==> config.mk <==
export PLATFORM = sky130hd
export DESIGN_NAME = fp16_mult
export DESIGN_NICKNAME = d
export VERILOG_FILES = /design/src/rtl/fp16_pkg.sv /design/src/rtl/fp16_mant_mul.sv /design/src/rtl/fp16_mult.sv
export SDC_FILE = /design/constraint.sdc
export NUM_CORES = 1
export LEC_CHECK = 0
export BUFFER_PORTS_ARGS = -buffer_cell sky130_fd_sc_hd__buf_2
export CAP_MARGIN = 20
export CORE_ASPECT_RATIO = 1.25
export CORE_MARGIN = 2
export CORE_UTILIZATION = 60
export DETAILED_ROUTE_END_ITERATION = 8
export PLACE_DENSITY = 0.89
export SYNTH_ARGS = -nofsm -noshare
export SYNTH_HDL_FRONTEND = slang
export SYNTH_SLANG_ARGS = --single-unit
export TNS_END_PERCENT = 1
==> constraint.sdc <==
create_clock -name clk -period 0.8 [get_ports clk]
set_clock_uncertainty 0.05 [all_clocks]
set_input_delay 0.12 -clock clk [delete_from_list [all_inputs] [get_ports clk]]
set_output_delay 0.12 -clock clk [all_outputs]
set_load 0.005 [all_outputs]
==> src/rtl/fp16_pkg.sv <==
// Shared fp16 field layout, constants and operand classification used by the multiplier.
package fp16_pkg;

    localparam int EXP_W    = 5;
    localparam int FRAC_W   = 10;
    localparam int EXP_BIAS = 15;
    localparam int EXP_MAX  = 31;

    localparam logic [15:0] QNAN    = 16'h7E00;
    localparam logic [15:0] POS_INF = 16'h7C00;

    typedef enum logic [1:0] {
        ZERO   = 2'd0,
        NORMAL = 2'd1,
        INF    = 2'd2,
        NAN    = 2'd3
    } fp_class_t;

    // Subnormals fall into the zero class (denormals-are-zero).
    function automatic fp_class_t class_of(input logic [15:0] v);
        logic [EXP_W-1:0]  e;
        logic [FRAC_W-1:0] f;
        fp_class_t         c;
        e = v[FRAC_W +: EXP_W];
        f = v[FRAC_W-1:0];
        if (e == '0)
            c = ZERO;
        else if (e == EXP_W'(EXP_MAX))
            c = (f == '0) ? INF : NAN;
        else
            c = NORMAL;
        return c;
    endfunction

endpackage

==> src/rtl/fp16_mant_mul.sv <==
// Combinational 11x11 unsigned significand multiplier producing the full 22-bit product.
module fp16_mant_mul (
    input  logic [10:0] a,
    input  logic [10:0] b,
    output logic [21:0] p
);

    assign p = {11'b0, a} * {11'b0, b};

endmodule

==> src/rtl/fp16_mult.sv <==
// fp16 multiplier: decode, significand multiply, normalise, round-to-nearest-even,
// special-case selection and a single registered output stage.
module fp16_mult
    import fp16_pkg::*;
(
    input  logic        clk,
    input  logic        rst,
    input  logic [15:0] a,
    input  logic [15:0] b,
    output logic [15:0] x
);

    localparam logic signed [6:0] BIAS7 = 7'(EXP_BIAS);
    localparam logic signed [6:0] EMAX7 = 7'(EXP_MAX);

    fp_class_t         ca;
    fp_class_t         cb;
    logic              s;
    logic [EXP_W-1:0]  ea;
    logic [EXP_W-1:0]  eb;
    logic [FRAC_W:0]   sig_a;
    logic [FRAC_W:0]   sig_b;
    logic [21:0]       p;

    logic signed [6:0] e_norm;
    logic signed [6:0] e_final;
    logic [9:0]        mant;
    logic              guard;
    logic              sticky;
    logic [10:0]       mant_rnd;
    logic [15:0]       normal_res;
    logic [15:0]       result;

    assign ca    = class_of(a);
    assign cb    = class_of(b);
    assign s     = a[15] ^ b[15];
    assign ea    = a[FRAC_W +: EXP_W];
    assign eb    = b[FRAC_W +: EXP_W];
    assign sig_a = {1'b1, a[FRAC_W-1:0]};
    assign sig_b = {1'b1, b[FRAC_W-1:0]};

    fp16_mant_mul u_mant_mul (
        .a (sig_a),
        .b (sig_b),
        .p (p)
    );

    // Normalise on the product MSB, then round to nearest with ties to even.
    always_comb begin
        e_norm = $signed({2'b00, ea}) + $signed({2'b00, eb}) - BIAS7;
        if (p[21]) begin
            e_norm = e_norm + 7'sd1;
            mant   = p[20:11];
            guard  = p[10];
            sticky = |p[9:0];
        end else begin
            mant   = p[19:10];
            guard  = p[9];
            sticky = |p[8:0];
        end

        mant_rnd = {1'b0, mant} + {10'b0, guard & (sticky | mant[0])};
        e_final  = e_norm;
        if (mant_rnd[10]) begin
            e_final  = e_norm + 7'sd1;
            mant_rnd = '0;
        end

        if (e_final >= EMAX7)
            normal_res = {s, POS_INF[14:0]};
        else if (e_final <= 7'sd0)
            normal_res = {s, 15'h0};
        else
            normal_res = {s, e_final[4:0], mant_rnd[9:0]};
    end

    always_comb begin
        if (ca == NAN || cb == NAN)
            result = QNAN;
        else if ((ca == INF && cb == ZERO) || (ca == ZERO && cb == INF))
            result = QNAN;
        else if (ca == INF || cb == INF)
            result = {s, POS_INF[14:0]};
        else if (ca == ZERO || cb == ZERO)
            result = {s, 15'h0};
        else
            result = normal_res;
    end

    always_ff @(posedge clk or negedge rst) begin
        if (!rst)
            x <= 16'h0000;
        else
            x <= result;
    end

endmodule

==> flow_metrics.tcl, run 1 <==
set metrics [dict create \
    cts_root_buffer "clkbuf_16" \
    outcome "did not finish" \
    post-place-ws_ns -6.21 \
    port_buffers 49 \
    die_y_um 119 \
    cts_inserted_buffers 3 \
    clk_path_buf_depth 2 \
    async_flop_share_pct 100 \
    last-stage-reached "5_1_grt" \
    track_usage_pct 75.6 \
    grt.overflow.total 134 \
    cts-htree-levels 1 \
    yosysMostFrequentCell "inv_1" \
    synth_top_cell_area_share_pct 25.7 \
    dp_hpwl_um 17700 \
    syn-mean-instance-area_um2 8.04 \
    synth_fp_nets 972 \
    rows 41 \
    yosysUniqueCellTypes 70 \
    synthTopCellsByCount "inv_1 (137), nand2_1 (88), fa_1 (81)" \
    clkSinkCount 16 \
    grt_max_degree 17 \
    io_pins 50 \
    yosys-top-cells-area "fa_1 (26%), ha_1 (14%), inv_1 (8.1%)" \
    endpoint_type "sequential cell input" \
    place.gp.congestion 0.957 \
    dp.cells 1127 \
    synth_edf_count 0 \
    synth_flop_cell "dfrtp_1" \
    start_util_pct 62.2 \
    syn_inst 786 \
    synth.yosys.seq_area_share_pct 6.34 \
    ys_ff_latch 16 \
    crit_endpoint "x[9]$_DFF_PN0_/D" \
    tool.error "[ERROR GRT-0232] Routing congestion too high. Check the congestion heatmap in the GUI." \
    ys_warn_count 0 \
    syn-cell-area_mm2 0.00632 \
    die_w_um 95.8 \
    synth_top_area_cell "fa_1" \
]
==> through the flow <==
| step | cell area, um2 | setup TNS [ns] |
|---|---|---|
| after floorplan | 6700 | -86.63 |
| after global placement | 8240 | -86.40 |
| after detailed placement | 8240 | -91.57 |
| after CTS | 8830 | -83.53 |
==> kinds of logic after synthesis <==
family | share of synthesized area, %
simple gates | 22.8
flops | 6.34
mux | 1.70
buf+inv | 10.5
fa+ha+maj | 39.7
compound gates | 13.8
xor+xnor | 5.13
==> layer usage <==
layer,track usage (%),GRT overflow
met5,15.2,0
met4,80.8,53
met3,60.0,1
met2,91.3,79
met1,73.6,1
==> repair_timing <==
item                                   in CTS
hold buffers                                1
cloned                                      1
setup endpoints to repair                  32
pin swaps                                  35
gates resized for setup                    84
setup buffers                              20
endpoints found under the hold margin      16
==> inputs of run 2 (changes only) <==
--- a/config.mk
+++ b/config.mk
@@ -7,11 +7,10 @@
 export LEC_CHECK = 0
 export BUFFER_PORTS_ARGS = -buffer_cell sky130_fd_sc_hd__buf_2
 export CAP_MARGIN = 20
-export CORE_ASPECT_RATIO = 1.25
 export CORE_MARGIN = 2
-export CORE_UTILIZATION = 60
+export CORE_UTILIZATION = 40
 export DETAILED_ROUTE_END_ITERATION = 8
-export PLACE_DENSITY = 0.89
+export PLACE_DENSITY_LB_ADDON = 0.15
 export SYNTH_ARGS = -nofsm -noshare
 export SYNTH_HDL_FRONTEND = slang
 export SYNTH_SLANG_ARGS = --single-unit
==> run 2 against run 1 <==
  * The flow now finishes, with violations (negative setup slack)
  * Synthesized cell count unchanged
  * Synthesized area did not move
==> flow_metrics.tcl, run 2 <==
set metrics [dict create \
    fill_cells 1421 \
    grt.overflow.total 0 \
    wl_per_cell_um 14.2 \
    grt_pass1_wl_um 29900 \
    hold_violations 0 \
    vias_per_cell 5.03 \
    rows 45 \
    slowest_delay_ns 0.51 \
    cp_common_cell "fa_1" \
    grt_max_degree 17 \
    crit_arrival_ns 6.40 \
    largest_register_ffs 16 \
    die_w_um 130 \
    synth_fp_nets 972 \
    port_buffers 49 \
    postRouteWirelength_um 17500 \
    outcome "finished with violations" \
    io_pins 50 \
    synth_edf_count 0 \
    die_y_um 130 \
    cts_root_buffer "clkbuf_16" \
    synth_flop_cell "dfrtp_1" \
    setup_viol 32 \
    fmax_mhz 158 \
    syn-cell-area_mm2 0.00632 \
    cts.clk_slew.worst_paths_ns 0.05 \
    worstPathRequired_ns 0.89 \
    start_util_pct 41.3 \
    synth.yosys.seq_area_share_pct 6.34 \
    diodes 0 \
    top_regs "x x16" \
    ant_nets 0 \
    hold_class "in2reg" \
    die-area_mm2 0.0168 \
    grt_antenna_before_repair 0 \
    critPathCaptureType "flip-flop" \
    clk_path_buf_depth 2 \
    utilization_pct 57.9 \
    track_usage_pct 21.8 \
    maxCapViolCount 0 \
    syn_to_final_growth_pct 40.5 \
    ys_ff_latch 16 \
    critical-path-slowest-cell "fa_1" \
    regMostFlops "x" \
    relSlewSlack_pct 68.6 \
    synth_top_area_cell "fa_1" \
    final_common_cell "buf_4" \
    core_mm2 0.0153 \
    async_flop_share_pct 100 \
    cts-htree-levels 1 \
    slew_violations 0 \
    clkSinkCount 16 \
    dp_hpwl_um 15400 \
    crit_type "in2reg" \
    place.gp.congestion 0.962 \
    cts_inserted_buffers 3 \
    start_kind "input port" \
    synthTopCellsByCount "inv_1 (137), nand2_1 (88), fa_1 (81)" \
    yosys-top-cells-area "fa_1 (26%), ha_1 (14%), inv_1 (8.1%)" \
    cp_max_fo 6 \
    vias 6190 \
    setup_slack_ns -5.51 \
    rsz0062_at_grt "true" \
    syn-mean-instance-area_um2 8.04 \
    firstDrtPassIters 4 \
    hold_ws_ns 0.159 \
    synth_top_cell_area_share_pct 25.7 \
    fin_crit_ns 6.31 \
    ys_warn_count 0 \
    grt_pass1_vias 6415 \
    nets 1207 \
    route.detailed.drc 0 \
    violations "negative setup slack" \
    worst_slew_pin_slew_ns 0.469 \
    cts_tree "done" \
    yosysUniqueCellTypes 70 \
    drt_iter0_drc 241 \
    syn_inst 786 \
    yosysMostFrequentCell "inv_1" \
    min_period_over_period_pct 789 \
    drive_above_1_share_pct 35.4 \
    layout_common_cells "buf_4 (218), inv_1 (126), nand2_1 (82), fa_1 (77), ha_1 (61)" \
]
[run 2: cell counts after synthesis]
Identical to the previous run, type by type.
[run 2: cell families after synthesis]
logic type               share of synthesized area, %
AO/OA/AOI/OAI                                    13.8
AND/OR/NAND/NOR                                  22.8
adder cells (fa/ha/maj)                          39.7
XOR/XNOR                                         5.13
flip-flops                                       6.34
multiplexers                                     1.70
buffers and inverters                            10.5
[run 2: repair_timing]
item / in CTS / in global routing
pin swaps: 43 / 12
hold endpoints to repair: 16 / 0
setup endpoints to repair: 32 / 32
buffers inserted: 9 / 3
hold buffers: 1 / 0
resized for setup: 74 / 12
gates cloned: 1 / 0
[run 2: final cells by class]
class	instances	area [um2]	area share [%]
repair buffers	265	1950	21.9
well taps	211	264	2.97
inverters	137	524	5.91
flip-flops and latches	16	400	4.51
multi-input cells	598	5670	63.8
clock buffers	3	75.1	0.846
[run 2: final timing paths]
path                       start         endpoint  slack, ns  depth (start not counted)
max in group asynchronous    rst  x[10]$_DFF_PN0_       0.18                          2
worst min-delay path       a[15]  x[15]$_DFF_PN0_       0.16                          3
min in group asynchronous    rst   x[0]$_DFF_PN0_       0.27                          2
worst max-delay path        a[2]   x[6]$_DFF_PN0_      -5.51                         26
[run 2: stage by stage]
stage | setup slack, ns | cell area [um2] | cells | setup TNS (ns)
after floorplan | -5.78 | 6700 | 786 | -86.63
after global placement | -5.88 | 8360 | 1213 | -88.34
after detailed placement | -6.03 | 8360 | 1213 | -90.40
after CTS | -5.45 | 8800 | 1227 | -83.06
after global routing | -5.77 | 8870 | 1230 | -88.01
final | -5.51 | 8870 | 1230 | -83.87
[run 2: worst max-delay path, delay by kind of cell]
kind            cells  cell delay, ns
buf+inv             6            0.54
fa+ha+maj           7            2.87
compound gates      4            1.02
simple gates        9            1.86
[run 2: metal layers]
layer	vias to the layer above	GRT usage (%)	routed length [um]
met2	113	39.6	8750
met4	0	4.11	306
li1	3082	-	-
met1	2971	28.5	7840
met3	24	1.49	607
met5	-	0	0
Power of run 2 is not shown: default switching activity piles up to over one toggle a cycle in this logic, so the estimate is an artifact.
==> inputs of run 3 (changes only) <==
--- a/config.mk
+++ b/config.mk
@@ -7,6 +7,8 @@
 export LEC_CHECK = 0
 export BUFFER_PORTS_ARGS = -buffer_cell sky130_fd_sc_hd__buf_2
 export CAP_MARGIN = 20
+export CELL_PAD_IN_SITES_DETAIL_PLACEMENT = 0
+export CELL_PAD_IN_SITES_GLOBAL_PLACEMENT = 1
 export CORE_MARGIN = 2
 export CORE_UTILIZATION = 40
 export DETAILED_ROUTE_END_ITERATION = 8
==> run 3 against run 2 <==
  * The flow still finishes with violations (negative setup slack)
  * Flip-flop and latch count is the same
  * Global-route usage grew 0.55 points
  * Largest cell class unchanged
  * Final cell count grew 0.49%
==> flow_metrics.tcl, run 3 (synthesis results as in run 2) <==
set metrics [dict create \
    cts_tree "done" \
    maxCapViolCount 0 \
    grt_pass1_wl_um 30600 \
    dp_hpwl_um 15500 \
    grt_max_degree 17 \
    cts-htree-levels 1 \
    outcome "finished with violations" \
    ant_nets 0 \
    core_mm2 0.0153 \
    io_pins 50 \
    cts.clk_slew.worst_paths_ns 0.05 \
    worst_slew_pin_slew_ns 0.644 \
    crit_arrival_ns 6.39 \
    fin_crit_ns 6.31 \
    nets 1212 \
    top_regs "x x16" \
    setup_viol 32 \
    clkSinkCount 16 \
    grt_antenna_before_repair 0 \
    grt_pass1_vias 6447 \
    start_kind "input port" \
    cts_inserted_buffers 3 \
    hold_violations 0 \
    vias_per_cell 5.05 \
    crit_type "in2reg" \
    drt_iter0_drc 258 \
    final_common_cell "buf_4" \
    regMostFlops "x" \
    rows 45 \
    met3WireLength_um 766 \
    diodes 0 \
    postRouteWirelength_um 17900 \
    vias 6236 \
    min_period_over_period_pct 789 \
    start_util_pct 41.3 \
    cp_max_fo 7 \
    track_usage_pct 22.3 \
    die_w_um 130 \
    worstPathRequired_ns 0.88 \
    wl_met1_um 8410 \
    top_layer_used "met4" \
    grt.overflow.total 0 \
    critPathCaptureType "flip-flop" \
    place.gp.congestion 0.861 \
    crit_start "b[6]" \
    relSlewSlack_pct 56.8 \
    die_y_um 130 \
    setup_slack_ns -5.51 \
    hold_class "in2reg" \
    slew_violations 0 \
    violations "negative setup slack" \
    die-area_mm2 0.0168 \
    drive_above_1_share_pct 35.1 \
    regArea_um2 400 \
    multi_input_area_mm2 0.00565 \
    fmax_mhz 158 \
    rsz0062_at_grt "true" \
    firstDrtPassIters 5 \
    route.detailed.drc 0 \
    wl_per_cell_um 14.5 \
    largest_register_ffs 16 \
    setup_tns_ns -83.98 \
    syn_to_final_growth_pct 41.0 \
    clk_path_buf_depth 2 \
    port_buffers 49 \
    layout_common_cells "buf_4 (224), inv_1 (127), nand2_1 (83), fa_1 (78), ha_1 (62)" \
    fill_cells 1409 \
    crit_end "x[5]$_DFF_PN0_" \
    cts_root_buffer "clkbuf_16" \
    wl_met2_um 8520 \
]
## run 3: cell count changes in the layout (fill, tap and decap cells not counted), moves of 3 or more
cell / change
buf_4: +6
o21ai_1: -4
nor3_2: -3
buf_6: -4
nor3_1: +3
o21ai_0: +3
## run 3: worst max-delay path, stage by stage
cell and delay (ns):
buf_2 0.15, and2_1 0.16, fa_2 0.44, fa_1 0.57
fa_2 0.45, fa_1 0.48, inv_1 0.05, fa_1 0.52
inv_1 0.06, ha_4 0.27, and4_4 0.21, and3_4 0.20
a21boi_4 0.23, nor4_4 0.07, buf_4 0.16, or3_4 0.38
a21oi_2 0.15, ha_2 0.20, nand2_2 0.07, a2111oi_4 0.26
nand4_1 0.25, buf_4 0.21, nor3b_1 0.16, nand3b_1 0.21
buf_6 0.18, buf_6 0.12, nor3_1 0.05
## run 3: per-layer routing
layer / vias up / GRT usage (%)
met5: - / 0
met4: 0 / 3.92
met3: 12 / 2.02
met2: 131 / 38.8
met1: 3006 / 30.6
li1: 3087 / -
## run 3: area by class of cell
class                   count  share of cell area [%]
well taps                 211                    2.96
multi-input cells         598                    63.5
repair buffers            270                    22.2
flip-flops and latches     16                    4.50
clock buffers               4                   0.997
inverters                 137                    5.89
## run 3: worst min-delay path by stage
stage,start,endpoint,depth (start not counted)
after floorplan,rst,x[0]$_DFF_PN0_,0
after global routing,a[15],x[15]$_DFF_PN0_,3
after CTS,a[15],x[15]$_DFF_PN0_,3
final,a[15],x[15]$_DFF_PN0_,3
after detailed placement,rst,x[7]$_DFF_PN0_,1
after global placement,rst,x[7]$_DFF_PN0_,1
## run 3: metrics by stage
step                      instance area [um2]  utilization (%)  setup slack, ns  instances  hold WS [ns]
after floorplan                          6700                -            -5.78        786        -0.226
after global placement                   8380             54.7            -5.98       1214       -0.0253
after detailed placement                 8380             54.7            -6.26       1214       -0.0153
after CTS                                8860             57.9            -5.40       1235         0.141
after global routing                     8910             58.2            -5.84       1236         0.156
final                                    8910             58.2            -5.51       1236         0.143
## run 3: what timing repair did
action	4_1_cts	5_1_grt
hold buffers	1	0
buffers inserted	15	1
resized for setup	66	7
hold endpoints to repair	16	0
cloned	1	0
pin swaps	34	3
setup endpoints to repair	32	32
Power of run 3 is left out for the same reason.
